`config.mk`:
```
export PLATFORM = sky130hd
export DESIGN_NAME = peripheral_divn_flat
export DESIGN_NICKNAME = d
export VERILOG_FILES = /design/src/rtl/peripheral_divn_if.sv /design/src/rtl/peripheral_divn.sv /design/src/flat_wrapper.sv
export SDC_FILE = /design/constraint.sdc
export NUM_CORES = 1
export LEC_CHECK = 0
export BUFFER_PORTS_ARGS = -buffer_cell sky130_fd_sc_hd__buf_2
export CORE_AREA = 5 5 120 122
export DETAILED_ROUTE_END_ITERATION = 7
export DIE_AREA = 0 0 125 127
export HOLD_SLACK_MARGIN = 0.12
export PLACE_DENSITY_LB_ADDON = 0.25
export SETUP_SLACK_MARGIN = 0.05
export SYNTH_ARGS = -nofsm -noshare
export SYNTH_HDL_FRONTEND = slang
export SYNTH_SLANG_ARGS = --single-unit
```
`constraint.sdc`:
```
create_clock -name clk -period 3.4 [get_ports clk]
set_input_delay 1.02 -clock clk [delete_from_list [all_inputs] [get_ports clk]]
set_output_delay 1.02 -clock clk [all_outputs]
set_load 0.02 [all_outputs]
```
`src/rtl/peripheral_divn_if.sv`:
```
// Register bus between a host and the peripheral_divn divider.
// The master drives the strobes, address and write data; the slave returns read data.
interface peripheral_divn_if;
  logic [31:0] d_in;
  logic        cs;
  logic [4:0]  addr;
  logic        rd;
  logic        wr;
  logic [31:0] d_out;

  modport master (output d_in, cs, addr, rd, wr, input d_out);
  modport slave  (input d_in, cs, addr, rd, wr, output d_out);
endinterface

```
`src/rtl/peripheral_divn.sv`:
```
// Memory-mapped restoring divider, signed or unsigned, one quotient bit per clock.
//   state | meaning
//   IDLE  | after reset, waiting for a start
//   CALC  | shift-subtract on operand magnitudes, WIDTH cycles
//   FIX   | sign correction, load QUOT/REM
//   DONE  | result valid, waiting for the next start
module peripheral_divn #(
  parameter int WIDTH = 16
) (
  input logic         clk,
  input logic         reset,
  peripheral_divn_if.slave bus
);
  localparam int CW = $clog2(WIDTH + 1);

  typedef enum logic [1:0] {IDLE, CALC, FIX, DONE} state_t;

  state_t           state;
  logic [WIDTH-1:0] dividend_r, divisor_r, quot_r, rem_r;
  logic [WIDTH-1:0] q_work, r_work, b_mag;
  logic [CW-1:0]    cnt;
  logic             signed_r, done_r, div_zero_r, neg_q, neg_r;

  logic             busy, wr_en, start, a_neg, b_neg;
  logic [WIDTH-1:0] a_abs, b_abs;
  logic [WIDTH:0]   trial;
  logic [31:0]      rd_data;
  logic             unused_din;

  assign busy  = (state == CALC) || (state == FIX);
  assign wr_en = bus.cs && bus.wr;
  assign start = wr_en && (bus.addr == 5'h08) && bus.d_in[0] &&
                 ((state == IDLE) || (state == DONE));

  // Sign mode comes from the CTRL write itself, so operand signs are judged on the start edge.
  assign a_neg = bus.d_in[1] && dividend_r[WIDTH-1];
  assign b_neg = bus.d_in[1] && divisor_r[WIDTH-1];
  assign a_abs = a_neg ? ((~dividend_r) + WIDTH'(1)) : dividend_r;
  assign b_abs = b_neg ? ((~divisor_r) + WIDTH'(1)) : divisor_r;
  assign trial = {r_work, q_work[WIDTH-1]};

  assign unused_din = ^bus.d_in;

  always_comb begin
    rd_data = 32'd0;
    if (bus.cs && bus.rd) begin
      case (bus.addr)
        5'h00:   rd_data = 32'(dividend_r);
        5'h04:   rd_data = 32'(divisor_r);
        5'h0C:   rd_data = {28'd0, signed_r, div_zero_r, done_r, busy};
        5'h10:   rd_data = 32'(quot_r);
        5'h14:   rd_data = 32'(rem_r);
        default: rd_data = 32'd0;
      endcase
    end
  end
  assign bus.d_out = rd_data;

  always_ff @(posedge clk) begin
    if (reset) begin
      state      <= IDLE;
      dividend_r <= '0;
      divisor_r  <= '0;
      quot_r     <= '0;
      rem_r      <= '0;
      q_work     <= '0;
      r_work     <= '0;
      b_mag      <= '0;
      cnt        <= '0;
      signed_r   <= 1'b0;
      done_r     <= 1'b0;
      div_zero_r <= 1'b0;
      neg_q      <= 1'b0;
      neg_r      <= 1'b0;
    end else begin
      if (wr_en && !busy) begin
        if (bus.addr == 5'h00) dividend_r <= bus.d_in[WIDTH-1:0];
        if (bus.addr == 5'h04) divisor_r  <= bus.d_in[WIDTH-1:0];
      end

      case (state)
        IDLE, DONE: begin
          if (start) begin
            signed_r <= bus.d_in[1];
            if (divisor_r == '0) begin
              done_r     <= 1'b1;
              div_zero_r <= 1'b1;
              quot_r     <= '1;
              rem_r      <= dividend_r;
              state      <= DONE;
            end else begin
              done_r     <= 1'b0;
              div_zero_r <= 1'b0;
              q_work     <= a_abs;
              b_mag      <= b_abs;
              r_work     <= '0;
              neg_q      <= a_neg ^ b_neg;
              neg_r      <= a_neg;
              cnt        <= CW'(WIDTH);
              state      <= CALC;
            end
          end
        end

        CALC: begin
          // Quotient bits shift into q_work from the right as dividend bits leave on the left.
          if (trial >= {1'b0, b_mag}) begin
            r_work <= trial[WIDTH-1:0] - b_mag;
            q_work <= {q_work[WIDTH-2:0], 1'b1};
          end else begin
            r_work <= trial[WIDTH-1:0];
            q_work <= {q_work[WIDTH-2:0], 1'b0};
          end
          cnt <= cnt - CW'(1);
          if (cnt == CW'(1)) state <= FIX;
        end

        FIX: begin
          quot_r <= neg_q ? ((~q_work) + WIDTH'(1)) : q_work;
          rem_r  <= neg_r ? ((~r_work) + WIDTH'(1)) : r_work;
          done_r <= 1'b1;
          state  <= DONE;
        end

        default: state <= IDLE;
      endcase
    end
  end
endmodule
```
`src/flat_wrapper.sv`:
```
// flat-port wrapper written by rule: the top's interface ports become plain ports
module peripheral_divn_flat 
#(
  parameter int WIDTH = 16
)
  (clk, reset, bus_d_in, bus_cs, bus_addr, bus_rd, bus_wr, bus_d_out);
  peripheral_divn_if bus_i ();
  input logic clk;
  input logic reset;
  input wire logic [$bits(bus_i.d_in)-1:0] bus_d_in;
  input wire logic [$bits(bus_i.cs)-1:0] bus_cs;
  input wire logic [$bits(bus_i.addr)-1:0] bus_addr;
  input wire logic [$bits(bus_i.rd)-1:0] bus_rd;
  input wire logic [$bits(bus_i.wr)-1:0] bus_wr;
  output wire logic [$bits(bus_i.d_out)-1:0] bus_d_out;
  assign bus_i.d_in = bus_d_in;
  assign bus_i.cs = bus_cs;
  assign bus_i.addr = bus_addr;
  assign bus_i.rd = bus_rd;
  assign bus_i.wr = bus_wr;
  assign bus_d_out = bus_i.d_out;
  peripheral_divn #(.WIDTH(WIDTH)) u_core (.clk(clk), .reset(reset), .bus(bus_i));
endmodule
```
Word-level counts from Yosys, hierarchy flattened
Cells that the tools add are included.

storage, ports and cells
  flip-flop bits (word level) = 124
  input port bits = 42
  output and inout port bits = 32
  logic and storage cells = 95

cells by class
  add/subtract/negate cells = 6
  magnitude comparators = 1
  equal/unequal tests = 13
  mux-type cells = 30
  bitwise gates (word level) = 6
  reductions and logical operators = 25

operators by type and width
  cell                     number
  $mux W16                 13
  $pmux W16 S2             4
  $pmux W16 S5             1
  $add A16 B1 Y16 const B  4
  $not A16 Y16             4
  $mux W32                 1
  $ge A17 B16 Y1           1
  $logic_not A16 Y1        1
  $sub A16 B16 Y16         1
  $eq A5 B4 Y1 const B     2
  $eq A5 B5 Y1 const B     2
  $mux W5                  2
  $pmux W5 S2              1
  $reduce_and A2 Y1        5
  $reduce_and A3 Y1        3
  $logic_and A1 B1 Y1      8
  $mux W2                  3
  $pmux W2 S3              1
  $eq A5 B1 Y1 const B     1
  $eq A5 B3 Y1 const B     1
  $logic_not A5 Y1         1
  $sub A5 B1 Y5 const B    1
  $eq A2 B2 Y1 const B     2
  $ne A2 B1 Y1 const B     2
  11 further kinds         16

Longest topological paths before layout
Gate-level depths: netlist (run 1).

  word-level depth = 6
  mapped depth = 12
  mapped depth without buffers = 11

Worst setup path before layout (run 1)
OpenSTA, ideal clock, no wires.

  kind = input port to output port
  start point = input port bus_addr[1]
  end point = output port bus_d_out[10]
  data arrival time = 2505 ps
  data required time = 2380 ps
  path slack = -125 ps
  cell stages on the path = 6
  buffers on the path = 2
  path through = nor3_1 > and3_1 > clkbuf_1 > clkbuf_1 > a22oi_1 > nor2_1

on the way
  word-level cells in the longest chain between the ends = 3
  elaborated cells on any way between the ends = 7
  classes of those cells = eq/ne (4); mux (2); reduce/logical (1)

RTL lines
  element                               line                   source
  from (decl)                           flat_wrapper.sv:12     input wire logic [$bits(bus_i.addr)-1:0] bus_addr;
  $eq A5 B5 Y1 (tied with other cells)  peripheral_divn.sv:47  case (bus.addr)
  $pmux W16 S5 (*)                      peripheral_divn.sv:47
  $mux W32 (*)                          peripheral_divn.sv:46  if (bus.cs && bus.rd) begin
  to (decl)                             flat_wrapper.sv:15     output wire logic [$bits(bus_i.d_out)-1:0] bus_d_out;

Mark *: on every way between the ends. The rest lies on a longest branch, timed or not.

Worst setup path after layout (run 1)
  start point = input port bus_addr[2]
  end point = output port bus_d_out[5]

Same word-level chain as after synthesis.

==> flow_metrics.tcl, run 1 <==
set metrics [dict create \
    status "finished clean" \
    cts_tree "built" \
    postRouteWirelength_um 22190 \
    grt_pass1_vias 6567 \
    drt-initial-drc-count 812 \
    synth.distinct_cells 60 \
    synth_seq_area_share 0.3209 \
    slew_headroom 0.4621 \
    vias_per_cell 5.975 \
    clk_path_buf_depth 2 \
    fillers 1160 \
    gp_congestion 0.9584 \
    crit_slowest_cell "mux2i_1" \
    period_needed_ns 3.319 \
    slew_viol_final 0 \
    ctsHoldBuffers 0 \
    drtAntennaViolNets 0 \
    chipHeight_um 127 \
    finalHoldViolations 0 \
    worstSetupPathType "primary input to output port" \
    syn-instance-count 1014 \
    synth_area_leaders "dfxtp_1, nand2_1, a21oi_1, mux2i_1, nor2_1" \
    antenna_found_initial 0 \
    initial_core_util 0.5911 \
    via_count 7361 \
    ff2ff_path_depth 7 \
    syn_area_um2 7735 \
    synth_ff_type "dfxtp_1" \
    cts.htree.levels 4 \
    timing.final.crit_share 0.9762 \
    drtPass1Iterations 5 \
    nNetsFinal 1111 \
    ys_warn_count 0 \
    maxCapViolCount 0 \
    ir_drop_uv 626.9 \
    worst_pin_slew_ns 0.8060 \
    synthTopCellsByCount "nand2_1, dfxtp_1, nor2_1" \
    syn_avg_cell_area_um2 7.628 \
    route.detailed.drc 0 \
    dp_hpwl_um 15850 \
    setup_viol 0 \
    finClkSkew_ns 0.008563 \
    clk_pin_slew_worst_paths_ns 0.05 \
    grt_use_total 0.2714 \
    start_kind "primary input" \
    area_growth_pct 14.36 \
    dieArea_um2 15880 \
    io_pins 74 \
    p_total_mw 5.188 \
    grt_setup_unrepaired "yes" \
    ys_seq_elements 124 \
    grt_pass1_wl_um 34650 \
    clock_sinks 124 \
    cts_inserted_buffers 17 \
    fmax_ghz 0.3013 \
    yosys.area.top_type "dfxtp_1" \
    synth_top_area_share 0.3209 \
    grt_max_degree 62 \
    num_rows 42 \
    synth_edf_count 0 \
    core_area_um2 13090 \
    cp.arrival_ns 2.30 \
    crit_chain "clkbuf_4 -> buf_6 -> mux2i_1 -> o21ai_0 -> a22oi_1 -> nor2_2 -> buf_2" \
    worstSetupEndpointType "output port" \
    powerDensity_nw_per_um2 586.5 \
    wl_per_cell_um 18.01 \
    hp-class "flop to flop" \
    drive_gt1_frac 0.1449 \
    post-cts-setup-buffers 0 \
    cp_slowest_stage_delay_ns 0.34 \
    p_leak_nw 3.257 \
    cp.required_ns 2.38 \
    cts-root-buf "clkbuf_16" \
    diodes 0 \
    synth_most_common_cell "nand2_1" \
    insertion_delay_ns 0.43 \
    synthArstFlopShare 0 \
    dieWidth_um 125 \
    portBuffers 41 \
    cp_max_fo 8 \
    tns_ns 0 \
    grt_overflow 0 \
    hold_depth 2 \
]
routing by layer:
| layer | track usage | vias up | wire, µm |
|---|---|---|---|
| li1 | - | 3589 | - |
| met1 | 0.3680 | 3418 | 9810 |
| met2 | 0.4166 | 298 | 9909 |
| met3 | 0.06636 | 56 | 1785 |
| met4 | 0.1110 | 0 | 684 |
| met5 | 0 | - | 0 |
worst paths after layout:
| kind | start | to | slack, ns |
|---|---|---|---|
| setup / recovery | bus_addr[2] | bus_d_out[5] | 0.08 |
| hold / removal | u_core.rem_r[14] | u_core.rem_r[14] | 0.46 |
| setup reg to reg | u_core.divisor_r[2] | u_core.r_work[2] | 0.76 |
| hold reg to reg | u_core.rem_r[14] | u_core.rem_r[14] | 0.46 |
flip-flops by register name, indices dropped and copies added, names as in the netlist:
register           flops
u_core.neg_q           1
u_core.dividend_r     16
u_core.q_work         16
u_core.divisor_r      16
u_core.rem_r          16
u_core.neg_r           1
u_core.quot_r         16
u_core.done_r          1
u_core.div_zero_r      1
u_core.cnt             5
u_core.b_mag          16
u_core.state           2
u_core.r_work         16
u_core.signed_r        1
logic make-up after synthesis:
group | share of synthesized area
AOI/OAI and AO/OA | 0.2210
xor gates and xnor gates | 0.07700
muxes | 0.05985
buffers and inverters | 0.07101
DFF | 0.3209
other | 0.0004848
adders and majority gates | 0.04303
and+or+nand+nor | 0.2067
layout by cell type, fill, tap and decap left out, types with 8 or more instances in the layout:
| cell | netlist | routed |
|---|---|---|
| o211ai_1 | 20 | 20 |
| mux2i_1 | 44 | 38 |
| dfxtp_1 | 124 | 124 |
| nand3_1 | 15 | 15 |
| xnor2_1 | 30 | 30 |
| o21ai_0 | 57 | 54 |
| a21oi_1 | 90 | 90 |
| nor2_2 | 2 | 13 |
| conb_1 | 1 | 16 |
| buf_2 | 10 | 39 |
| buf_4 | 19 | 35 |
| ha_1 | 25 | 25 |
| xor2_1 | 38 | 38 |
| a22oi_1 | 15 | 15 |
| nor2_1 | 93 | 82 |
| nand2_1 | 179 | 179 |
| a311oi_1 | 16 | 16 |
| clkbuf_16 | 0 | 17 |
| o31ai_1 | 12 | 11 |
| nand2b_1 | 10 | 9 |
| inv_1 | 36 | 36 |
| or3_1 | 8 | 8 |
| a211oi_1 | 20 | 20 |
what timing repair did:
item,4_1_cts,5_1_grt
pin swaps,0,4
gates cloned,0,1
gates resized for setup,5,21
endpoints found under the setup margin,8,16
metrics by stage:
stage / util / hold slack (ns) / area (µm²) / std cells / worst slack, ns
2_1_floorplan: - / 0.4319 / 7821 / 1029 / 0.05304
3_3_place_gp: 0.6213 / 0.4457 / 8130 / 1199 / 0.01655
3_5_place_dp: 0.6213 / 0.4486 / 8130 / 1199 / -0.02838
4_1_cts: 0.6697 / 0.4563 / 8763 / 1231 / 0.01963
5_1_grt: 0.6760 / 0.4755 / 8846 / 1232 / 0.01391
6_report: 0.6760 / 0.4565 / 8846 / 1232 / 0.08079
where the power goes:
group          total [mW]  internal (mW)  switching, mW  leakage, nW
sequential           1.79           1.65          0.138         1.00
clock                1.91           1.19          0.718        0.296
combinational        1.49          0.520          0.967         1.96
total                5.19           3.36           1.82         3.26
critical path: cells and delay by family:
kind / cells / cell delay (ns)
muxes: 1 / 0.34
AOI/OAI and AO/OA: 2 / 0.35
buffers and inverters: 3 / 0.55
and+or+nand+nor: 1 / 0.04
final cells by class:
| type | count | area, µm² | area share |
|---|---|---|---|
| clock inverter | 13 | 166.4 | 0.01881 |
| sequential | 124 | 2482 | 0.2806 |
| clock buffer | 19 | 452.9 | 0.05120 |
| inverter | 36 | 135.1 | 0.01528 |
| timing repair buffer | 77 | 496.7 | 0.05615 |
| tap | 176 | 220.2 | 0.02489 |
| multi-input combinational | 787 | 4892 | 0.5530 |
Note: power is estimated with default switching activity, not from simulation.
==> inputs of run 2 (changes only) <==
--- a/config.mk
+++ b/config.mk
@@ -6,9 +6,9 @@
 export NUM_CORES = 1
 export LEC_CHECK = 0
 export BUFFER_PORTS_ARGS = -buffer_cell sky130_fd_sc_hd__buf_2
-export CORE_AREA = 5 5 120 122
+export CORE_AREA = 5 5 182 184
 export DETAILED_ROUTE_END_ITERATION = 7
-export DIE_AREA = 0 0 125 127
+export DIE_AREA = 0 0 187 189
 export HOLD_SLACK_MARGIN = 0.12
 export PLACE_DENSITY_LB_ADDON = 0.25
 export SETUP_SLACK_MARGIN = 0.05
==> run 2 against run 1 <==
  * Utilization decreased by 37 points
  * Highest routed layer unchanged
  * Sequential share of layout area decreased by 1.7 points
  * First-iteration DRC count is 38% lower
  * Via count fell by 2.1%
  * Critical path type unchanged
  * Cell count grew 19%
  * Routed wire length grew 16%
  * Non-clock buffer count up 11
  * Maximum frequency shrank 1.5%
  * Total power up 4.2%
  * Hold slack got worse by 0.0025 ns
==> flow_metrics.tcl, run 2 (synthesis results as in run 1) <==
set metrics [dict create \
    multiInputGateArea_um2 4989 \
    finClkSkew_ns 0.01260 \
    num_rows 65 \
    final_common_cell "nand2_1" \
    finalHoldViolations 0 \
    dieArea_um2 35340 \
    cts_inserted_buffers 17 \
    io_pins 74 \
    crit_slowest_cell "nor3_4" \
    timing.final.crit_share 0.9912 \
    tns_ns 0 \
    route.detailed.drc 0 \
    grt_use_total 0.1442 \
    final_cell_mix "nand2_1, dfxtp_1, a21oi_1, nor2_1, o21ai_0" \
    diodes 0 \
    timing.hold.ws_ns 0.4540 \
    antenna_found_initial 0 \
    hp-class "flop to flop" \
    postRouteWirelength_um 25730 \
    grt_setup_unrepaired "yes" \
    register_area_um2 2482 \
    setup_slack_ns 0.02978 \
    period_needed_ns 3.370 \
    cts_tree "built" \
    initial_core_util 0.2477 \
    slew_viol_final 0 \
    nNetsFinal 1122 \
    fmax_ghz 0.2967 \
    cpMostUsedCell "buf_2" \
    drtAntennaViolNets 0 \
    drive_gt1_frac 0.1612 \
    clk_pin_slew_worst_paths_ns 0.06 \
    slew_headroom 0.4865 \
    maxCapViolCount 0 \
    grt_pass1_wl_um 40370 \
    fillers 3432 \
    grt_max_degree 53 \
    start_kind "primary input" \
    worstSetupEndpointType "output port" \
    grt_overflow 0 \
    dieWidth_um 187 \
    wl_per_cell_um 17.51 \
    chipHeight_um 189 \
    vias_per_cell 4.905 \
    ir_drop_uv 648.0 \
    drtPass1Iterations 5 \
    worst_pin_slew_ns 0.7694 \
    drt-initial-drc-count 505 \
    cp_slowest_stage_delay_ns 0.31 \
    status "finished clean" \
    cp.required_ns 2.38 \
    cts.htree.levels 4 \
    via_count 7206 \
    worstSetupPathType "primary input to output port" \
    clock_sinks 124 \
    cp_max_fo 5 \
    pre_cts_slack_ns -0.1607 \
    insertion_delay_ns 0.42 \
    portBuffers 41 \
    cts-root-buf "clkbuf_16" \
    final_util 0.3017 \
    cp.arrival_ns 2.35 \
    setup_viol 0 \
    core_area_um2 31230 \
    powerDensity_nw_per_um2 573.8 \
    p_leak_nw 3.354 \
    dp_hpwl_um 19200 \
    grt_pass1_vias 6875 \
    gp_congestion 0.8459 \
    clk_path_buf_depth 2 \
    area_growth_pct 21.82 \
    crit_chain "buf_2 -> nor3_4 -> buf_6 -> nand2b_4 -> o21ai_4 -> a221oi_1 -> nor2_1 -> buf_4 -> buf_2" \
]
[run 2: cell types whose count changed in the layout (fill, tap and decap cells not counted), moves of 4 or more]
cell / previous run / this run
buf_4: 35 / 48
mux2i_4: 1 / 6
buf_12: 1 / 5
mux2i_1: 38 / 33
buf_2: 39 / 33
[run 2: worst max-delay path: cells and delay by family]
kind                   cells  cell delay, ns
and+or+nand+nor            3            0.50
AOI/OAI and AO/OA          2            0.23
buffers and inverters      4            0.59
[run 2: report_power, final]
group          switching [mW]  internal (mW)
Combinational            1.01          0.558
Clock                   0.727           1.35
Sequential              0.116           1.65
Total                    1.85           3.56
[run 2: layout make-up]
type / count / area share
inverter: 36 / 0.01434
timing repair buffer: 88 / 0.06878
clock buffer: 20 / 0.04847
sequential: 124 / 0.2634
multi-input combinational: 787 / 0.5294
tap: 402 / 0.05338
clock inverter: 12 / 0.02217
[run 2: worst paths after layout]
| path | startpoint | endpoint | slack, ns | cells after the start |
|---|---|---|---|---|
| worst max-delay path | bus_addr[3] | bus_d_out[2] | 0.03 | 9 |
| worst min-delay path | u_core.div_zero_r | u_core.div_zero_r | 0.45 | 2 |
| worst max register to register | u_core.divisor_r[4] | u_core.r_work[13] | 0.65 | 7 |
| worst min register to register | u_core.div_zero_r | u_core.div_zero_r | 0.45 | 2 |
[run 2: what timing repair did]
action / in CTS / in global routing
endpoints found under the hold margin: 0 / 0
buffers inserted: 0 / 3
gates resized for setup: 20 / 27
hold buffers: 0 / 0
setup endpoints to repair: 16 / 15
pin swaps: 0 / 5
[run 2: through the flow]
step                      power [mW]  instance area (µm²)  std cells
after floorplan                2.929                 7821       1029
after global placement         3.317                 8533       1434
after detailed placement       3.329                 8533       1434
after CTS                      5.427                 9293       1466
after global routing           5.728                 9423       1469
final                          5.407                 9423       1469
[run 2: per-layer routing]
layer	vias to the layer above	part of all wire	wire length (µm)	GRT usage
li1	3593	-	-	-
met1	3416	0.48	12450	0.1987
met2	177	0.45	11530	0.2238
met3	20	0.045	1154	0.03521
met4	0	0.023	593	0.04408
met5	-	0	0	0
==> inputs of run 3 (changes only) <==
--- a/config.mk
+++ b/config.mk
@@ -11,6 +11,7 @@
 export DIE_AREA = 0 0 187 189
 export HOLD_SLACK_MARGIN = 0.12
 export PLACE_DENSITY_LB_ADDON = 0.25
+export REMOVE_ABC_BUFFERS = 1
 export SETUP_SLACK_MARGIN = 0.05
 export SYNTH_ARGS = -nofsm -noshare
 export SYNTH_HDL_FRONTEND = slang
==> run 3 against run 2 <==
  * Routed wire length shrank 5.3%
  * Die area did not move
  * Clock-buffer cell count is 2 lower
  * Utilization down 1.1 points
  * Maximum frequency rose by 2.3%
  * Register-to-register slack improved by 0.11 ns
  * Cell area is 3.6% lower
  * First-iteration DRC count is 17% lower
  * Sequential power hardly changed
  * Hold slack better by 0.0064 ns
  * Worst setup slack gained 0.076 ns
  * Global-route usage down 0.89 points
  * Critical endpoint is now bus_d_out[3]
==> flow_metrics.tcl, run 3 (synthesis results as in run 1) <==
set metrics [dict create \
    start_kind "primary input" \
    route.detailed.drc 0 \
    chipHeight_um 189 \
    worstSetupPathType "primary input to output port" \
    cts.htree.levels 4 \
    postRouteWirelength_um 24360 \
    status "finished clean" \
    io_pins 74 \
    diodes 0 \
    dieArea_um2 35340 \
    post-cts-setup-buffers 0 \
    setup_slack_ns 0.1058 \
    dieWidth_um 187 \
    num_rows 65 \
    clk_pin_slew_worst_paths_ns 0.06 \
    maxCapViolCount 0 \
    antenna_found_initial 0 \
    period_needed_ns 3.294 \
    drive_gt1_frac 0.1338 \
    final_common_cell "nand2_1" \
    timing.final.crit_share 0.9689 \
    portBuffers 41 \
    ctsHoldBuffers 0 \
    vias_per_cell 4.836 \
    cp_slowest_stage_delay_ns 0.36 \
    grt_pass1_vias 6669 \
    drt-initial-drc-count 419 \
    ir_drop_uv 401.3 \
    finClkSkew_ns 0.01265 \
    finalHoldViolations 0 \
    p_total_mw 5.192 \
    tns_ns 0 \
    fmax_ghz 0.3036 \
    p_leak_nw 3.275 \
    drtPass1Iterations 5 \
    area_growth_pct 17.42 \
    pre_cts_slack_ns -0.008817 \
    cts-root-buf "clkbuf_16" \
    clock_sinks 124 \
    slew_headroom 0.2835 \
    core_area_um2 31230 \
    cts_tree "built" \
    cp.arrival_ns 2.27 \
    dp_hpwl_um 18060 \
    insertion_delay_ns 0.43 \
    gp_congestion 0.8042 \
    cts_inserted_buffers 17 \
    clk_path_buf_depth 2 \
    worstSetupEndpointType "output port" \
    powerDensity_nw_per_um2 571.6 \
    final_cell_mix "nand2_1, dfxtp_1, nor2_1, a21oi_1, o21ai_0" \
    grt_pass1_wl_um 38250 \
    worst_pin_slew_ns 1.075 \
    crit_slowest_cell "a221oi_1" \
    drtAntennaViolNets 0 \
    wl_per_cell_um 16.65 \
    initial_core_util 0.2477 \
    grt_max_degree 54 \
    grt_use_total 0.1353 \
    hp-class "flop to flop" \
    grt_overflow 0 \
    setup_viol 0 \
    nNetsFinal 1116 \
    via_count 7075 \
    grt_setup_unrepaired "no" \
    cp_max_fo 4 \
    cp.required_ns 2.38 \
    crit_chain "buf_2 -> nor3_2 -> buf_4 -> and3_4 -> buf_4 -> a221oi_1 -> nor2_1 -> buf_2" \
    slew_viol_final 0 \
]
[run 3: cell count changes in the layout (fill, tap and decap cells not counted), moves of 3 or more]
cell and delta:
mux2i_1 +11, o21ai_0 +4, buf_12 -3, nor2_1 +10
mux2i_4 -6, buf_4 -8, nor2_2 -9, buf_2 +4
mux2i_2 -5, bufinv_16 -3
[run 3: final cells by class]
class                           instances  area [µm²]
Fill cell                            3433       22150
Multi-Input combinational cell        787        4816
Sequential cell                       124        2482
Timing Repair Buffer                   82       555.5
Tap cell                              402       503.0
Clock buffer                           18       429.2
Clock inverter                         14       161.4
Inverter                               36       135.1
[run 3: repair_timing]
action / 4_1_cts / 5_1_grt
pin swaps: 0 / 1
endpoints found under the setup margin: 13 / 12
resized for setup: 5 / 8
[run 3: path summary, 6_finish.rpt]
| kind | slack (ns) | depth (start not counted) | to | start |
|---|---|---|---|---|
| setup / recovery | 0.11 | 8 | bus_d_out[3] | bus_addr[1] |
| setup reg to reg | 0.76 | 11 | u_core.r_work[14] | u_core.q_work[15] |
| hold / removal | 0.46 | 2 | u_core.rem_r[6] | u_core.rem_r[6] |
| hold reg to reg | 0.46 | 2 | u_core.rem_r[6] | u_core.rem_r[6] |
[run 3: stage by stage]
step | hold WS [ns] | util | std cells | cell area, µm²
after floorplan | 0.4258 | - | 947 | 7377
after global placement | 0.4462 | 0.2707 | 1431 | 8453
after detailed placement | 0.4510 | 0.2707 | 1431 | 8453
after CTS | 0.4600 | 0.2900 | 1463 | 9056
after global routing | 0.4718 | 0.2908 | 1463 | 9082
final | 0.4604 | 0.2908 | 1463 | 9082
[run 3: layer usage]
| layer | up-vias | routed length, µm | track usage |
|---|---|---|---|
| met3 | 26 | 677 | 0.01862 |
| met1 | 3346 | 11470 | 0.1775 |
| met2 | 106 | 11850 | 0.2335 |
| met4 | 0 | 365 | 0.03840 |
| li1 | 3597 | - | - |
| met5 | - | 0 | 0 |
[run 3: critical path, delay by kind of cell]
kind	cells	cell delay, ns
buffers and inverters	4	0.57
AND/OR/NAND/NOR	3	0.32
AO/OA/AOI/OAI	1	0.36
[run 3: power breakdown]
part	internal, mW	switching, mW	leakage [nW]
clock	1.09	0.755	0.278
sequential	1.65	0.128	1.00
combinational	0.566	1.00	1.99
